===== src/rtl/ram_pkg.sv =====
// ram_pkg
//   Constants and types shared by the single-port RAM, its FIFO controller
//   and their benches.
//   RAM_DATA_W : default data width (RAM Din/Dout)
//   RAM_ADDR_W : default address width
//   RAM_DEPTH  : number of RAM words for the default address width
//   state_t    : controller state (S_CLEAR zero-fill, S_RUN normal traffic)
package ram_pkg;

  localparam int RAM_DATA_W = 8;
  localparam int RAM_ADDR_W = 8;
  localparam int RAM_DEPTH  = 1 << RAM_ADDR_W;

  typedef enum logic {S_CLEAR, S_RUN} state_t;

endpackage


===== src/rtl/ram_fifo_ctrl.sv =====
// ram_fifo_ctrl
//   FIFO controller in front of a single-port RAM with a registered read
//   port. Turns a valid/ready push stream and a request-based pop stream
//   into RAM write/read cycles and optionally zero-fills the RAM after reset.
//
//   state   | meaning
//   --------+--------------------------------------------------------------
//   S_CLEAR | writing zero to every RAM word, one per cycle, from address 0
//   S_RUN   | servicing pops and pushes, one RAM access per cycle, pop first
//
//   Ports
//   clk, rst             : clock, synchronous active-high reset
//   push_valid/push_data : producer offer; push_ready accepts it
//   pop_req              : consumer request for one word
//   pop_valid/pop_data   : dequeued word, one cycle after the accepted request
//   full, empty, count   : occupancy status
//   busy                 : zero-fill in progress
//   ram_din/addr/en/we   : RAM command port
//   ram_dout             : RAM read data (registered inside the RAM)
module ram_fifo_ctrl
  import ram_pkg::*;
#(
  parameter int DATA_W       = RAM_DATA_W,
  parameter int ADDR_W       = RAM_ADDR_W,
  parameter bit CLEAR_ON_RST = 1'b1
) (
  input  logic              clk,
  input  logic              rst,
  input  logic              push_valid,
  input  logic [DATA_W-1:0] push_data,
  output logic              push_ready,
  input  logic              pop_req,
  output logic              pop_valid,
  output logic [DATA_W-1:0] pop_data,
  output logic              full,
  output logic              empty,
  output logic [ADDR_W:0]   count,
  output logic              busy,
  output logic [DATA_W-1:0] ram_din,
  output logic [ADDR_W-1:0] ram_addr,
  output logic              ram_en,
  output logic              ram_we,
  input  logic [DATA_W-1:0] ram_dout
);

  localparam logic [ADDR_W:0] DEPTH_C = (ADDR_W + 1)'(1 << ADDR_W);

  state_t            state;
  logic [ADDR_W-1:0] wr_ptr;
  logic [ADDR_W-1:0] rd_ptr;
  logic [ADDR_W-1:0] clr_addr;
  logic [ADDR_W:0]   cnt;
  logic              pop_valid_q;
  logic              run;
  logic              clearing;
  logic              pop_go;
  logic              push_go;

  // Reset is synchronous, but the RAM command and handshake outputs are
  // also forced idle while rst is high so nothing reaches the RAM (and no
  // stale read returns) during the reset cycle itself.
  assign run      = ~rst & (state == S_RUN);
  assign clearing = ~rst & (state == S_CLEAR);

  assign empty      = (cnt == '0);
  assign full       = (cnt == DEPTH_C);
  assign count      = cnt;
  assign pop_go     = run & pop_req & ~empty;
  assign push_ready = run & ~full & ~pop_go;
  assign push_go    = push_valid & push_ready;

  assign busy      = rst ? CLEAR_ON_RST : (state == S_CLEAR);
  assign pop_valid = pop_valid_q & ~rst;
  assign pop_data  = ram_dout;

  always_comb begin
    ram_en   = 1'b0;
    ram_we   = 1'b0;
    ram_addr = '0;
    ram_din  = '0;
    if (clearing) begin
      ram_en   = 1'b1;
      ram_we   = 1'b1;
      ram_addr = clr_addr;
    end else if (pop_go) begin
      ram_en   = 1'b1;
      ram_addr = rd_ptr;
    end else if (push_go) begin
      ram_en   = 1'b1;
      ram_we   = 1'b1;
      ram_addr = wr_ptr;
      ram_din  = push_data;
    end
  end

  always_ff @(posedge clk) begin
    if (rst) begin
      state       <= CLEAR_ON_RST ? S_CLEAR : S_RUN;
      wr_ptr      <= '0;
      rd_ptr      <= '0;
      clr_addr    <= '0;
      cnt         <= '0;
      pop_valid_q <= 1'b0;
    end else begin
      pop_valid_q <= pop_go;
      case (state)
        S_CLEAR: begin
          clr_addr <= clr_addr + ADDR_W'(1);
          if (&clr_addr) state <= S_RUN;
        end
        S_RUN: begin
          // pop and push are mutually exclusive by construction of push_ready
          if (pop_go) begin
            rd_ptr <= rd_ptr + ADDR_W'(1);
            cnt    <= cnt - (ADDR_W + 1)'(1);
          end else if (push_go) begin
            wr_ptr <= wr_ptr + ADDR_W'(1);
            cnt    <= cnt + (ADDR_W + 1)'(1);
          end
        end
        default: state <= S_RUN;
      endcase
    end
  end

endmodule

===== config.mk =====
export PLATFORM = sky130hd
export DESIGN_NAME = ram_fifo_ctrl
export DESIGN_NICKNAME = d
export VERILOG_FILES = /design/src/rtl/ram_pkg.sv /design/src/rtl/ram_fifo_ctrl.sv
export SDC_FILE = /design/constraint.sdc
export NUM_CORES = 1
export LEC_CHECK = 0
export CAP_MARGIN = 20
export CORE_UTILIZATION = 51
export CTS_CLUSTER_SIZE = 40
export DETAILED_ROUTE_END_ITERATION = 7
export PLACE_DENSITY = 0.85
export SYNTH_ARGS = -nofsm -noshare
export SYNTH_HDL_FRONTEND = slang
export SYNTH_SLANG_ARGS = --single-unit

===== constraint.sdc =====
create_clock -name clk -period 8.9 [get_ports clk]
set_input_delay 2.67 -clock clk [delete_from_list [all_inputs] [get_ports clk]]
set_output_delay 2.67 -clock clk [all_outputs]
set_load 0.005 [all_outputs]

==> metrics list <==
- Clock skew after layout: 0.006688 ns
- Die Y-Extent: around 66 um
* Run status: finished, final reports clean
* Number of instances in the synthesized netlist: 242
* DR vias: ~1900
* Final Worst Setup Slack: 1.151 ns
- The repair_antennas step left the layout with diodes totalling 0.
- Global routing used 23.20% of the available tracks across all layers.
- For this run, the register share of the synthesized area comes to 33.27%.
* Power density of the placed cells: between 100 and 150 mW/mm^2
- Post-CTS Hold Fix Bufs: 0
- The first TritonRoute pass finished after 8 iterations.
* Leading register cell type out of synthesis: dfxtp_1
* Setup repair after global routing missed its margin: false
* Library cell occupying the most area in the post-synthesis netlist: dfxtp_1
- Final hold analysis gives a worst-case slack of 0.5065 ns.
* Kind of launch point of the worst setup path: primary input
- The die is 66.26 um wide.
- Across the run, the number of max-cap violations was 0.
* Wire length of the first global-routing pass: 7886 um
- Kind of critical path: primary input to primary output
- In the final layout, flip-flops and latches occupy 700.7 sq um.
- Final Max Slew Viols: 0
* H-tree lvl count: 2
- Number of distinct library cells after synthesis: 42
* 1st-iter DRT viols: 131
- Setup violations remaining at the end of the flow were counted as 0.
- Headroom to the max-slew limit: 46.42%
* Synthesized area divided by synthesized cell count: 8.702 sq um
- Along the worst path, the maximum fanout reaches 19.
- Core region area: approximately 0.0038 sq mm
- The detail route stage leaves a number of antenna-violating nets equal to 0.
- Number of global-route vias before repair: 1791
- In this run, CTS created clock tree buffers numbering 5.
- The clock reaches the later pin of the worst-skew pair after 0.29 ns.
* WL final: 4572 um
- The worst path in the final design needs a cycle of 7.749 ns, including I/O delays and setup.
- By instance count, the leading cell after synthesis is dfxtp_1.
* Period utilisation layout: 87.06%
- The number of antenna violations at the first check in global routing is 0.
- Yosys printed 0 warnings.
- After synthesis, the largest area contributor takes up 33.27% of total cell area.
- Number of failing hold endpoints at the final stage: 0
- Mean number of vias per cell: 5.831
- Area growth from synthesis to layout: 23.05%
- IR drop worst, VDD: 0.08942 mV
* Element type at the critical path end: primary output
* Worst Max-Slew Pin Slew: approximately 0.80 ns
- The cell area that synthesis handed to floorplanning was 0.002106 sq mm.
* Filler cell count: 306
* Number of synthesized flops with an enable pin: 0
* CTS resizes: 0
- For this run, design rule violations remaining after detail routing come to 0.
- Before CTS, the worst setup slack after placement is 1.163 ns.
- Die ar.: 0.004390 sq mm
- Total chip power: 0.2876 mW
* Post-synthesis register bit count: 35
- Top post-synthesis cells by count: dfxtp_1 (35), nor2_1 (24), xor2_1 (17)
- Upper clock frequency limit: 129.1 MHz
* Input/output buffers: 43
- Detailed placement finished with a half-perimeter wire length of 3280 um.
* Total congestion overflow after global routing: 0
- Largest cells by area after synthesis: dfxtp_1 (33%), xor2_1 (7.1%), ha_1 (5.9%)
- Starting density of the core: 55.43%
- Worst endpoint required time: 6.23 ns
* Synthesized net count: between 200 and 300
* # nets final: 308
- Flop-to-flop setup slack: 5.19 ns
* Total Negative Setup Slacks: 0 ns
* TritonCTS clock tree: built
- RD Place Congestion: 0.7835
- Entering global routing, the biggest net connects 38 pins.
- The initialized floorplan defines 22 standard-cell rows.
- The clock net in this run drives a total of 35 sinks.
- Fraction of layout cells with a size suffix above 1: 6.475%
- Async S/R FF share, synth: 0%
- The count of cells in the finished layout, fillers not included, comes to between 300 and 400.
- After clock tree synthesis, the clock-pin slew on the worst setup and hold paths is around 0.070 ns.
* Placed cells: 318
- In this run the static leakage power is about 1.1 nW.
* Multi-input gate area in the final layout: 0.001244 sq mm
- Clock Tree Root: clkbuf_8
- Post-CTS timing repair inserted 0 buffers for setup.
* Maximum clock path buffer count: 2
* Routed wire per std cell: about 14 um
* Top Ports: 60
- Data arrival time at the worst-slack endpoint: approximately 5.1 ns
* Classification of the worst-slack hold path: flop to flop
==> worst max-delay path: stages <==
cell and delay [ns]:
clkdlybuf4s50_1 0.42, nand2b_1 0.25, a31oi_2 0.35, and3_1 0.59, a222oi_1 0.21, inv_1 0.09, clkdlybuf4s50_1 0.49
==> per-stage QoR <==
| stage | utilization, % | area [sq um] |
|---|---|---|
| floorplan | - | 2106 |
| global placement | 66.07 | 2510 |
| detailed placement | 66.07 | 2510 |
| CTS | 68.21 | 2591 |
| global route | 68.21 | 2591 |
| finish | 68.21 | 2591 |
==> where the power goes <==
group          internal (mW)  switching [mW]  total, mW
Sequential             0.158         0.00173      0.159
Clock                 0.0549          0.0572      0.112
Combinational        0.00895         0.00706     0.0160
Total                  0.222          0.0660      0.288
==> cell usage in the layout, fill, tap and decap left out, drive strengths merged, types with 2 or more instances in the layout <==
master	netlist	final
nor2b	3	3
ha	10	10
and3	5	5
clkdlybuf4s50	0	43
nor4	2	2
buf	14	3
nand2	13	13
and2	9	9
mux2i	5	5
inv	14	14
or3	5	5
xnor2	6	6
a21o	2	2
nand4	8	8
o31ai	2	2
a21oi	14	14
a31oi	3	3
clkbuf	4	7
a222oi	8	8
a311oi	2	2
nor3	2	2
o21ai	13	13
dfxtp	35	35
nand3	8	8
o211ai	2	2
xor2	17	17
nor2	24	24
nand2b	3	3
o2111ai	2	2
==> cells by family after synthesis <==
| group | share of synthesized area [%] |
|---|---|
| buffers and inverters | 8.199 |
| DFF | 33.27 |
| AOI/OAI and AO/OA | 16.99 |
| muxes | 2.377 |
| adders and majority gates | 6.892 |
| and+or+nand+nor | 22.70 |
| xor gates and xnor gates | 9.566 |
==> area by class of cell <==
| cell class | instances | area share (%) |
|---|---|---|
| tap | 48 | 2.318 |
| timing repair buffer | 46 | 17.48 |
| inverter | 14 | 2.028 |
| clock inverter | 1 | 0.1931 |
| multi-input combinational | 175 | 48.00 |
| clock buffer | 7 | 2.945 |
| sequential | 35 | 27.04 |
==> flip-flops by register name, indices dropped and copies added (netlist names) <==
register     count
count            9
clr_addr         8
rd_ptr           8
wr_ptr           8
pop_valid_q      1
state            1
==> path summary, 6_finish.rpt <==
check | start | to | cells past startpoint
worst max-delay path | rst | ram_addr[5] | 7
worst min-delay path | wr_ptr[3]$_SDFFE_PP0P_ | wr_ptr[3]$_SDFFE_PP0P_ | 1
worst max register to register | state$_SDFF_PP0_ | count[8]$_SDFFE_PP0P_ | 9
worst min register to register | wr_ptr[3]$_SDFFE_PP0P_ | wr_ptr[3]$_SDFFE_PP0P_ | 1
==> metal layers <==
| metal | wire, um | vias to the layer above | GRT usage, % |
|---|---|---|---|
| li1 | - | 927 | - |
| met1 | 2109 | 902 | 30.81 |
| met2 | 2111 | 66 | 37.88 |
| met3 | 284 | 6 | 5.862 |
| met4 | 67 | 0 | 4.521 |
| met5 | 0 | - | 0 |
Note: power is estimated with default switching activity, not from simulation.
